==> config.mk <==
export PLATFORM = sky130hd
export DESIGN_NAME = guvm_mem_arbiter_flat
export DESIGN_NICKNAME = d
export VERILOG_FILES = /design/src/rtl/guvm_mem_arbiter_if.sv /design/src/rtl/guvm_mem_arbiter.sv /design/src/flat_wrapper.sv
export SDC_FILE = /design/constraint.sdc
export NUM_CORES = 1
export LEC_CHECK = 0
export CORE_AREA = 2 2 123 125
export CTS_CLUSTER_SIZE = 24
export DETAILED_ROUTE_END_ITERATION = 6
export DIE_AREA = 0 0 125 127
export MAX_ROUTING_LAYER = met4
export PLACE_DENSITY = 0.62
export SLEW_MARGIN = 0
export SYNTH_ARGS = -nofsm -noshare
export SYNTH_HDL_FRONTEND = slang
export SYNTH_SLANG_ARGS = --single-unit
==> constraint.sdc <==
create_clock -name clk_i -period 2.43 [get_ports clk_i]
set_input_delay 0.6075 -clock clk_i [delete_from_list [all_inputs] [get_ports clk_i]]
set_output_delay 0.6075 -clock clk_i [all_outputs]
set_load 0.005 [all_outputs]
==> src/rtl/guvm_mem_arbiter_if.sv <==
// guvm_mem_arbiter_if
// req/gnt/rvalid bus used by the fetch port, the data port and the memory port of
// guvm_mem_arbiter.
//   master: drives req, we, be, addr, wdata; receives gnt, rvalid, rdata
//   slave : receives req, we, be, addr, wdata; drives gnt, rvalid, rdata
interface guvm_mem_arbiter_if #(
    parameter int unsigned ADDR_W = 32,
    parameter int unsigned DATA_W = 32
);
    logic                  req;
    logic                  we;
    logic [DATA_W/8-1:0]   be;
    logic [ADDR_W-1:0]     addr;
    logic [DATA_W-1:0]     wdata;
    logic                  gnt;
    logic                  rvalid;
    logic [DATA_W-1:0]     rdata;

    modport master (
        output req, we, be, addr, wdata,
        input  gnt, rvalid, rdata
    );

    modport slave (
        input  req, we, be, addr, wdata,
        output gnt, rvalid, rdata
    );
endinterface

==> src/rtl/guvm_mem_arbiter.sv <==
// guvm_mem_arbiter
// Shares one single-port memory between an instruction-fetch port and a data port.
// Data has priority unless a fetch has been losing for STARVE_LIMIT cycles. An
// in-order ID FIFO remembers which port issued each granted transaction so memory
// responses can be routed back.
// Ports:
//   clk_i, rst_i   clock, asynchronous active-high reset
//   instr_if       fetch port (slave); we/be/wdata are ignored
//   data_if        data port (slave)
//   mem_if         memory port (master)
//   outstanding_o  registered ID FIFO occupancy
//   err_o          sticky protocol error
module guvm_mem_arbiter #(
    parameter int unsigned ADDR_W          = 32,
    parameter int unsigned DATA_W          = 32,
    parameter int unsigned MAX_OUTSTANDING = 2,
    parameter int unsigned STARVE_LIMIT    = 4
) (
    input  logic                                   clk_i,
    input  logic                                   rst_i,
    guvm_mem_arbiter_if.slave                      instr_if,
    guvm_mem_arbiter_if.slave                      data_if,
    guvm_mem_arbiter_if.master                     mem_if,
    output logic [$clog2(MAX_OUTSTANDING+1)-1:0]   outstanding_o,
    output logic                                   err_o
);
    localparam int unsigned CntW = $clog2(MAX_OUTSTANDING + 1);
    localparam int unsigned StvW = $clog2(STARVE_LIMIT + 1);
    localparam int unsigned BeW  = DATA_W / 8;

    typedef enum logic [1:0] {StIdle, StHoldI, StHoldD} state_e;

    state_e                     state_q, state_d;
    logic [CntW-1:0]            cnt_q, cnt_d;
    // One bit per outstanding transaction, head at bit 0: 1 = data, 0 = instr.
    logic [MAX_OUTSTANDING-1:0] ids_q, ids_d;
    logic [StvW-1:0]            starve_q, starve_d;
    logic                       err_q, err_d;

    logic            full, starved;
    logic            drive_i, drive_d;
    logic            gnt_i, gnt_d;
    logic            push, pop;
    logic [CntW-1:0] wr_idx;
    logic            rvalid_i, rvalid_d;
    logic            mreq, mwe;
    logic [BeW-1:0]  mbe;
    logic [ADDR_W-1:0] maddr;
    logic [DATA_W-1:0] mwdata;

    logic unused_instr_fields;
    assign unused_instr_fields = ^{instr_if.we, instr_if.be, instr_if.wdata};

    // Fullness uses the registered occupancy, so a pop cannot free a slot for a
    // grant in the same cycle.
    assign full    = (cnt_q == CntW'(MAX_OUTSTANDING));
    assign starved = (starve_q == StvW'(STARVE_LIMIT));

    always_comb begin
        state_d = state_q;
        err_d   = err_q;
        drive_i = 1'b0;
        drive_d = 1'b0;
        case (state_q)
            StIdle: begin
                drive_i = !full && instr_if.req && (!data_if.req || starved);
                drive_d = !full && data_if.req && !drive_i;
                if (!mem_if.gnt) begin
                    if (drive_i) begin
                        state_d = StHoldI;
                    end else if (drive_d) begin
                        state_d = StHoldD;
                    end
                end
            end
            StHoldI: begin
                if (!instr_if.req) begin
                    err_d   = 1'b1;
                    state_d = StIdle;
                end else begin
                    drive_i = 1'b1;
                    if (mem_if.gnt) state_d = StIdle;
                end
            end
            StHoldD: begin
                if (!data_if.req) begin
                    err_d   = 1'b1;
                    state_d = StIdle;
                end else begin
                    drive_d = 1'b1;
                    if (mem_if.gnt) state_d = StIdle;
                end
            end
            default: state_d = StIdle;
        endcase

        gnt_i = drive_i && mem_if.gnt;
        gnt_d = drive_d && mem_if.gnt;
        push  = gnt_i || gnt_d;

        // Memory side: fetches are always full-word reads.
        mreq   = drive_i || drive_d;
        mwe    = 1'b0;
        mbe    = '0;
        maddr  = '0;
        mwdata = '0;
        if (drive_i) begin
            mbe   = '1;
            maddr = instr_if.addr;
        end else if (drive_d) begin
            mwe    = data_if.we;
            mbe    = data_if.be;
            maddr  = data_if.addr;
            mwdata = data_if.wdata;
        end

        // Responses: a response with nothing outstanding is dropped and flagged.
        pop      = mem_if.rvalid && (cnt_q != '0);
        rvalid_i = pop && !ids_q[0];
        rvalid_d = pop && ids_q[0];
        if (mem_if.rvalid && (cnt_q == '0)) err_d = 1'b1;

        // ID FIFO as a shift register; push lands behind the surviving entries.
        ids_d  = pop ? (ids_q >> 1) : ids_q;
        wr_idx = pop ? (cnt_q - CntW'(1)) : cnt_q;
        for (int unsigned i = 0; i < MAX_OUTSTANDING; i++) begin
            if (push && (CntW'(i) == wr_idx)) ids_d[i] = gnt_d;
        end

        cnt_d = cnt_q;
        case ({push, pop})
            2'b10:   cnt_d = cnt_q + CntW'(1);
            2'b01:   cnt_d = cnt_q - CntW'(1);
            default: cnt_d = cnt_q;
        endcase

        if (instr_if.req && !gnt_i) begin
            starve_d = starved ? starve_q : starve_q + StvW'(1);
        end else begin
            starve_d = '0;
        end
    end

    always_ff @(posedge clk_i or posedge rst_i) begin
        if (rst_i) begin
            state_q  <= StIdle;
            cnt_q    <= '0;
            ids_q    <= '0;
            starve_q <= '0;
            err_q    <= 1'b0;
        end else begin
            state_q  <= state_d;
            cnt_q    <= cnt_d;
            ids_q    <= ids_d;
            starve_q <= starve_d;
            err_q    <= err_d;
        end
    end

    // Combinational outputs are forced low while reset is held.
    assign instr_if.gnt    = gnt_i && !rst_i;
    assign instr_if.rvalid = rvalid_i && !rst_i;
    assign instr_if.rdata  = rst_i ? '0 : mem_if.rdata;
    assign data_if.gnt     = gnt_d && !rst_i;
    assign data_if.rvalid  = rvalid_d && !rst_i;
    assign data_if.rdata   = rst_i ? '0 : mem_if.rdata;
    assign mem_if.req      = mreq && !rst_i;
    assign mem_if.we       = mwe && !rst_i;
    assign mem_if.be       = rst_i ? '0 : mbe;
    assign mem_if.addr     = rst_i ? '0 : maddr;
    assign mem_if.wdata    = rst_i ? '0 : mwdata;
    assign outstanding_o   = cnt_q;
    assign err_o           = err_q;
endmodule

==> src/flat_wrapper.sv <==
// flat-port wrapper written by rule: the top's interface ports become plain ports
module guvm_mem_arbiter_flat 
#(
    parameter int unsigned ADDR_W          = 32,
    parameter int unsigned DATA_W          = 32,
    parameter int unsigned MAX_OUTSTANDING = 2,
    parameter int unsigned STARVE_LIMIT    = 4
)
  (clk_i, rst_i, outstanding_o, err_o, instr_if_req, instr_if_we, instr_if_be, instr_if_addr, instr_if_wdata, instr_if_gnt, instr_if_rvalid, instr_if_rdata, data_if_req, data_if_we, data_if_be, data_if_addr, data_if_wdata, data_if_gnt, data_if_rvalid, data_if_rdata, mem_if_req, mem_if_we, mem_if_be, mem_if_addr, mem_if_wdata, mem_if_gnt, mem_if_rvalid, mem_if_rdata);
  guvm_mem_arbiter_if #(.ADDR_W(ADDR_W), .DATA_W(DATA_W)) instr_if_i ();
  guvm_mem_arbiter_if #(.ADDR_W(ADDR_W), .DATA_W(DATA_W)) data_if_i ();
  guvm_mem_arbiter_if #(.ADDR_W(ADDR_W), .DATA_W(DATA_W)) mem_if_i ();
  input  logic clk_i;
  input  logic rst_i;
  output logic [$clog2(MAX_OUTSTANDING+1)-1:0] outstanding_o;
  output logic err_o;
  input wire logic [$bits(instr_if_i.req)-1:0] instr_if_req;
  input wire logic [$bits(instr_if_i.we)-1:0] instr_if_we;
  input wire logic [$bits(instr_if_i.be)-1:0] instr_if_be;
  input wire logic [$bits(instr_if_i.addr)-1:0] instr_if_addr;
  input wire logic [$bits(instr_if_i.wdata)-1:0] instr_if_wdata;
  output wire logic [$bits(instr_if_i.gnt)-1:0] instr_if_gnt;
  output wire logic [$bits(instr_if_i.rvalid)-1:0] instr_if_rvalid;
  output wire logic [$bits(instr_if_i.rdata)-1:0] instr_if_rdata;
  input wire logic [$bits(data_if_i.req)-1:0] data_if_req;
  input wire logic [$bits(data_if_i.we)-1:0] data_if_we;
  input wire logic [$bits(data_if_i.be)-1:0] data_if_be;
  input wire logic [$bits(data_if_i.addr)-1:0] data_if_addr;
  input wire logic [$bits(data_if_i.wdata)-1:0] data_if_wdata;
  output wire logic [$bits(data_if_i.gnt)-1:0] data_if_gnt;
  output wire logic [$bits(data_if_i.rvalid)-1:0] data_if_rvalid;
  output wire logic [$bits(data_if_i.rdata)-1:0] data_if_rdata;
  output wire logic [$bits(mem_if_i.req)-1:0] mem_if_req;
  output wire logic [$bits(mem_if_i.we)-1:0] mem_if_we;
  output wire logic [$bits(mem_if_i.be)-1:0] mem_if_be;
  output wire logic [$bits(mem_if_i.addr)-1:0] mem_if_addr;
  output wire logic [$bits(mem_if_i.wdata)-1:0] mem_if_wdata;
  input wire logic [$bits(mem_if_i.gnt)-1:0] mem_if_gnt;
  input wire logic [$bits(mem_if_i.rvalid)-1:0] mem_if_rvalid;
  input wire logic [$bits(mem_if_i.rdata)-1:0] mem_if_rdata;
  assign instr_if_i.req = instr_if_req;
  assign instr_if_i.we = instr_if_we;
  assign instr_if_i.be = instr_if_be;
  assign instr_if_i.addr = instr_if_addr;
  assign instr_if_i.wdata = instr_if_wdata;
  assign instr_if_gnt = instr_if_i.gnt;
  assign instr_if_rvalid = instr_if_i.rvalid;
  assign instr_if_rdata = instr_if_i.rdata;
  assign data_if_i.req = data_if_req;
  assign data_if_i.we = data_if_we;
  assign data_if_i.be = data_if_be;
  assign data_if_i.addr = data_if_addr;
  assign data_if_i.wdata = data_if_wdata;
  assign data_if_gnt = data_if_i.gnt;
  assign data_if_rvalid = data_if_i.rvalid;
  assign data_if_rdata = data_if_i.rdata;
  assign mem_if_req = mem_if_i.req;
  assign mem_if_we = mem_if_i.we;
  assign mem_if_be = mem_if_i.be;
  assign mem_if_addr = mem_if_i.addr;
  assign mem_if_wdata = mem_if_i.wdata;
  assign mem_if_i.gnt = mem_if_gnt;
  assign mem_if_i.rvalid = mem_if_rvalid;
  assign mem_if_i.rdata = mem_if_rdata;
  guvm_mem_arbiter #(.ADDR_W(ADDR_W), .DATA_W(DATA_W), .MAX_OUTSTANDING(MAX_OUTSTANDING), .STARVE_LIMIT(STARVE_LIMIT)) u_core (.clk_i(clk_i), .rst_i(rst_i), .instr_if(instr_if_i), .data_if(data_if_i), .mem_if(mem_if_i), .outstanding_o(outstanding_o), .err_o(err_o));
endmodule
==> reports/results.ini <==
[global_route]
grt_max_degree = 26
grt_use_total = 0.156
grt_pass1_vias = 3453
gr-total-overflow = 0
antenna_found_initial = 0
grt_pass1_wl_um = 19300

[placement]
place_area_um2 = 4910
hpwl_um = 9020
place_ws_ns = -1.00
dpl.cell_count = 749
io_buffers = 279
gp_congestion = 0.933

[cts]
ctsHtreeMaxLevel = 1
clkTransAtPathRegs_ns = 0.04
clk_latency_ns = 0.24
cts.sinks = 10
clock-root-buffer = clkbuf_16
clockBufferDepth = 2
cts_buffers = 3
cts_tree = done

[logic_synthesis]
ys_seq_area_frac = 0.133
synth-seq-cells = 10
yosys.area.top_type = nand2_1
synth_flop_cell = dfrtp_1
synth_top_area_share = 0.152
synthDistinctLibCells = 33
syn_area_per_cell_um2 = 6.24
synth_area_leaders = nand2_1, buf_4, dfrtp_1
ys.warnings.count = 0
synth-edff-count = 0
syn_nets = 482
netlist_instances = 301
async_flop_share = 1.00
synth_area_um2 = 1880

[die]
die_y_um = 127
io_pins = 317
rows = 44
die_w_um = 125
start_util = 0.130
core_um2 = 14400
die_area_um2 = 15900

[sta]
finClkSkew_ns = 0.000930
final-setup-viol-count = 69
setup_ws_ns = -0.290
fmax_mhz = 368
rsz0062_at_grt = yes
slew_headroom = 0.764
holdWs_ns = 0.531
fin_setup_tns_ns = -11.89
period_needed_ns = 2.72
slew_viol_final = 0
layout_worst_path_cycle_share = 1.12
worstMarginPinSlew_ns = 0.350
finalHoldViolations = 0

[run_status]
status = finished with violations
violations = setup timing

[worst_setup_path]
critPathMostFrequentCell = buf_6
regToRegStartpoint = u_core.starve_q[0]$_DFFE_PP0P_
critical_path_arrival_ns = 2.11
cp-start-kind = register
crit_required_ns = 1.82
slowest_stage = a311o_2
reg2reg_slack_ns = 0.44
path_max_fanout = 5
cp-startpoint = u_core.starve_q[0]$_DFFE_PP0P_
crit_chain = inv_2, ha_4, a21bo_1, a311o_2, nor2_4, buf_6, buf_6, buf_16, buf_6, and2_4, buf_6
criticalPathCategory = register to primary output
worstSetupEndpointType = primary output
max_stage_delay_ns = 0.36

[power_and_ir_drop]
p_leak_nw = 2.99
powerDensity_nw_per_um2 = 476
power_mw = 2.98
vdd_drop_max_mv = 0.215

[final_layout]
drive_gt1_frac = 0.519
area_growth_pct = 234
fin_util = 0.435
finalNetCount = 821
finalNonFillerCells = 822
n_antenna_cell = 0
stdcell_area_um2 = 6270

[drt]
firstDrtPassIters = 4
vias = 3390
drtIter0Drc = 112
drt-total-wl_um = 13600
via_per_inst = 4.12
wire_per_inst_um = 16.6
route.detailed.drc = 0
ant_nets = 0

[flow_run]
cap_violations = 0

[worst_hold_path]
min_from = u_core.err_o$_DFFE_PP0P_
min_path_type = register to register

==> registers in the layout, summed over array words and instances (netlist names) <==
name and cells:
u_core.err_o 1, u_core.ids_q 2, u_core.outstanding_o 2, u_core.starve_q 3, u_core.state_q 2
==> worst max-delay path: cells and delay by family (launching register included) <==
| family | cells | cell delay, ns |
|---|---|---|
| fa+ha+maj | 1 | 0.16 |
| flops | 1 | 0.35 |
| compound gates | 2 | 0.54 |
| buf+inv | 6 | 0.57 |
| simple gates | 2 | 0.25 |
==> routing by layer <==
| metal | global-route usage | wire, um | vias up |
|---|---|---|---|
| met4 | 0.0366 | 228 | 0 |
| met2 | 0.290 | 7200 | 168 |
| met5 | - | 0 | - |
| met3 | 0.0276 | 875 | 21 |
| met1 | 0.174 | 5310 | 1593 |
| li1 | - | - | 1608 |
==> cell families after synthesis <==
group,share of synthesized area
compound gates,0.155
flops,0.133
simple gates,0.463
fa+ha+maj,0.0333
mux,0.00533
buf+inv,0.197
xor+xnor,0.0140
==> path summary, 6_finish.rpt <==
kind,cells past startpoint,end
min in group asynchronous,3,u_core.ids_q[0]$_DFFE_PP0P_
worst min register to register,2,u_core.err_o$_DFFE_PP0P_
worst max register to register,12,u_core.ids_q[0]$_DFFE_PP0P_
max in group asynchronous,3,u_core.state_q[1]$_DFFE_PP0P_
worst min-delay path,2,u_core.err_o$_DFFE_PP0P_
worst max-delay path,11,mem_if_wdata[21]
==> placed cells by master (no fill, tap or decap), types with 3 or more instances in the layout <==
master	synthesis	routed
buf_4	34	47
and2_1	25	6
buf_16	0	6
a21oi_4	0	3
nor3_1	5	4
nor2b_2	0	21
buf_8	0	6
buf_2	1	49
o21ai_0	3	3
and2_4	0	24
buf_12	0	15
dlymetal6s2s_1	0	12
clkbuf_16	0	6
xnor2_1	3	3
nand2_1	76	27
clkdlybuf4s50_1	0	182
a21oi_1	36	6
nor2_1	16	13
dlygate4sd2_1	0	9
nand2_2	0	36
nand2_4	0	13
dfrtp_1	10	10
nor2b_1	33	10
inv_1	9	4
inv_2	0	5
and2_2	8	3
buf_6	3	51
a21oi_2	0	27
==> synth_stat cells, drive strengths merged, types with 2 or more instances <==
| master | instances |
|---|---|
| nor2 | 17 |
| xnor2 | 3 |
| buf | 38 |
| nor2b | 33 |
| inv | 9 |
| and3 | 2 |
| and2 | 33 |
| dfrtp | 10 |
| nor3 | 5 |
| clkbuf | 11 |
| nand2b | 2 |
| o22ai | 3 |
| nand2 | 76 |
| o21ai | 3 |
| a21oi | 36 |
| nand3 | 2 |
| ha | 5 |
| nand3b | 2 |
==> report_power, final <==
| group | leakage [nW] | internal, mW | switching (mW) |
|---|---|---|---|
| Sequential | 0.126 | 0.211 | 0.0337 |
| Clock | 0.0370 | 0.214 | 0.0802 |
| Combinational | 2.83 | 1.48 | 0.970 |
==> layout make-up <==
| cell class | instances | area, um^2 |
|---|---|---|
| well taps | 184 | 230 |
| fillers | 1376 | 8160 |
| flip-flops and latches | 10 | 250 |
| multi-input cells | 233 | 1800 |
| inverters | 9 | 33.8 |
| repair buffers | 383 | 3880 |
| clock buffers | 3 | 75.1 |
==> what timing repair did <==
action                                  CTS  global route
pin swaps                                61            34
buffers inserted                         48            19
hold buffers                              0             0
endpoints found under the setup margin  138           102
gates resized for setup                 480           107
gates cloned                             10             4
Note: power is estimated with default switching activity, not from simulation.
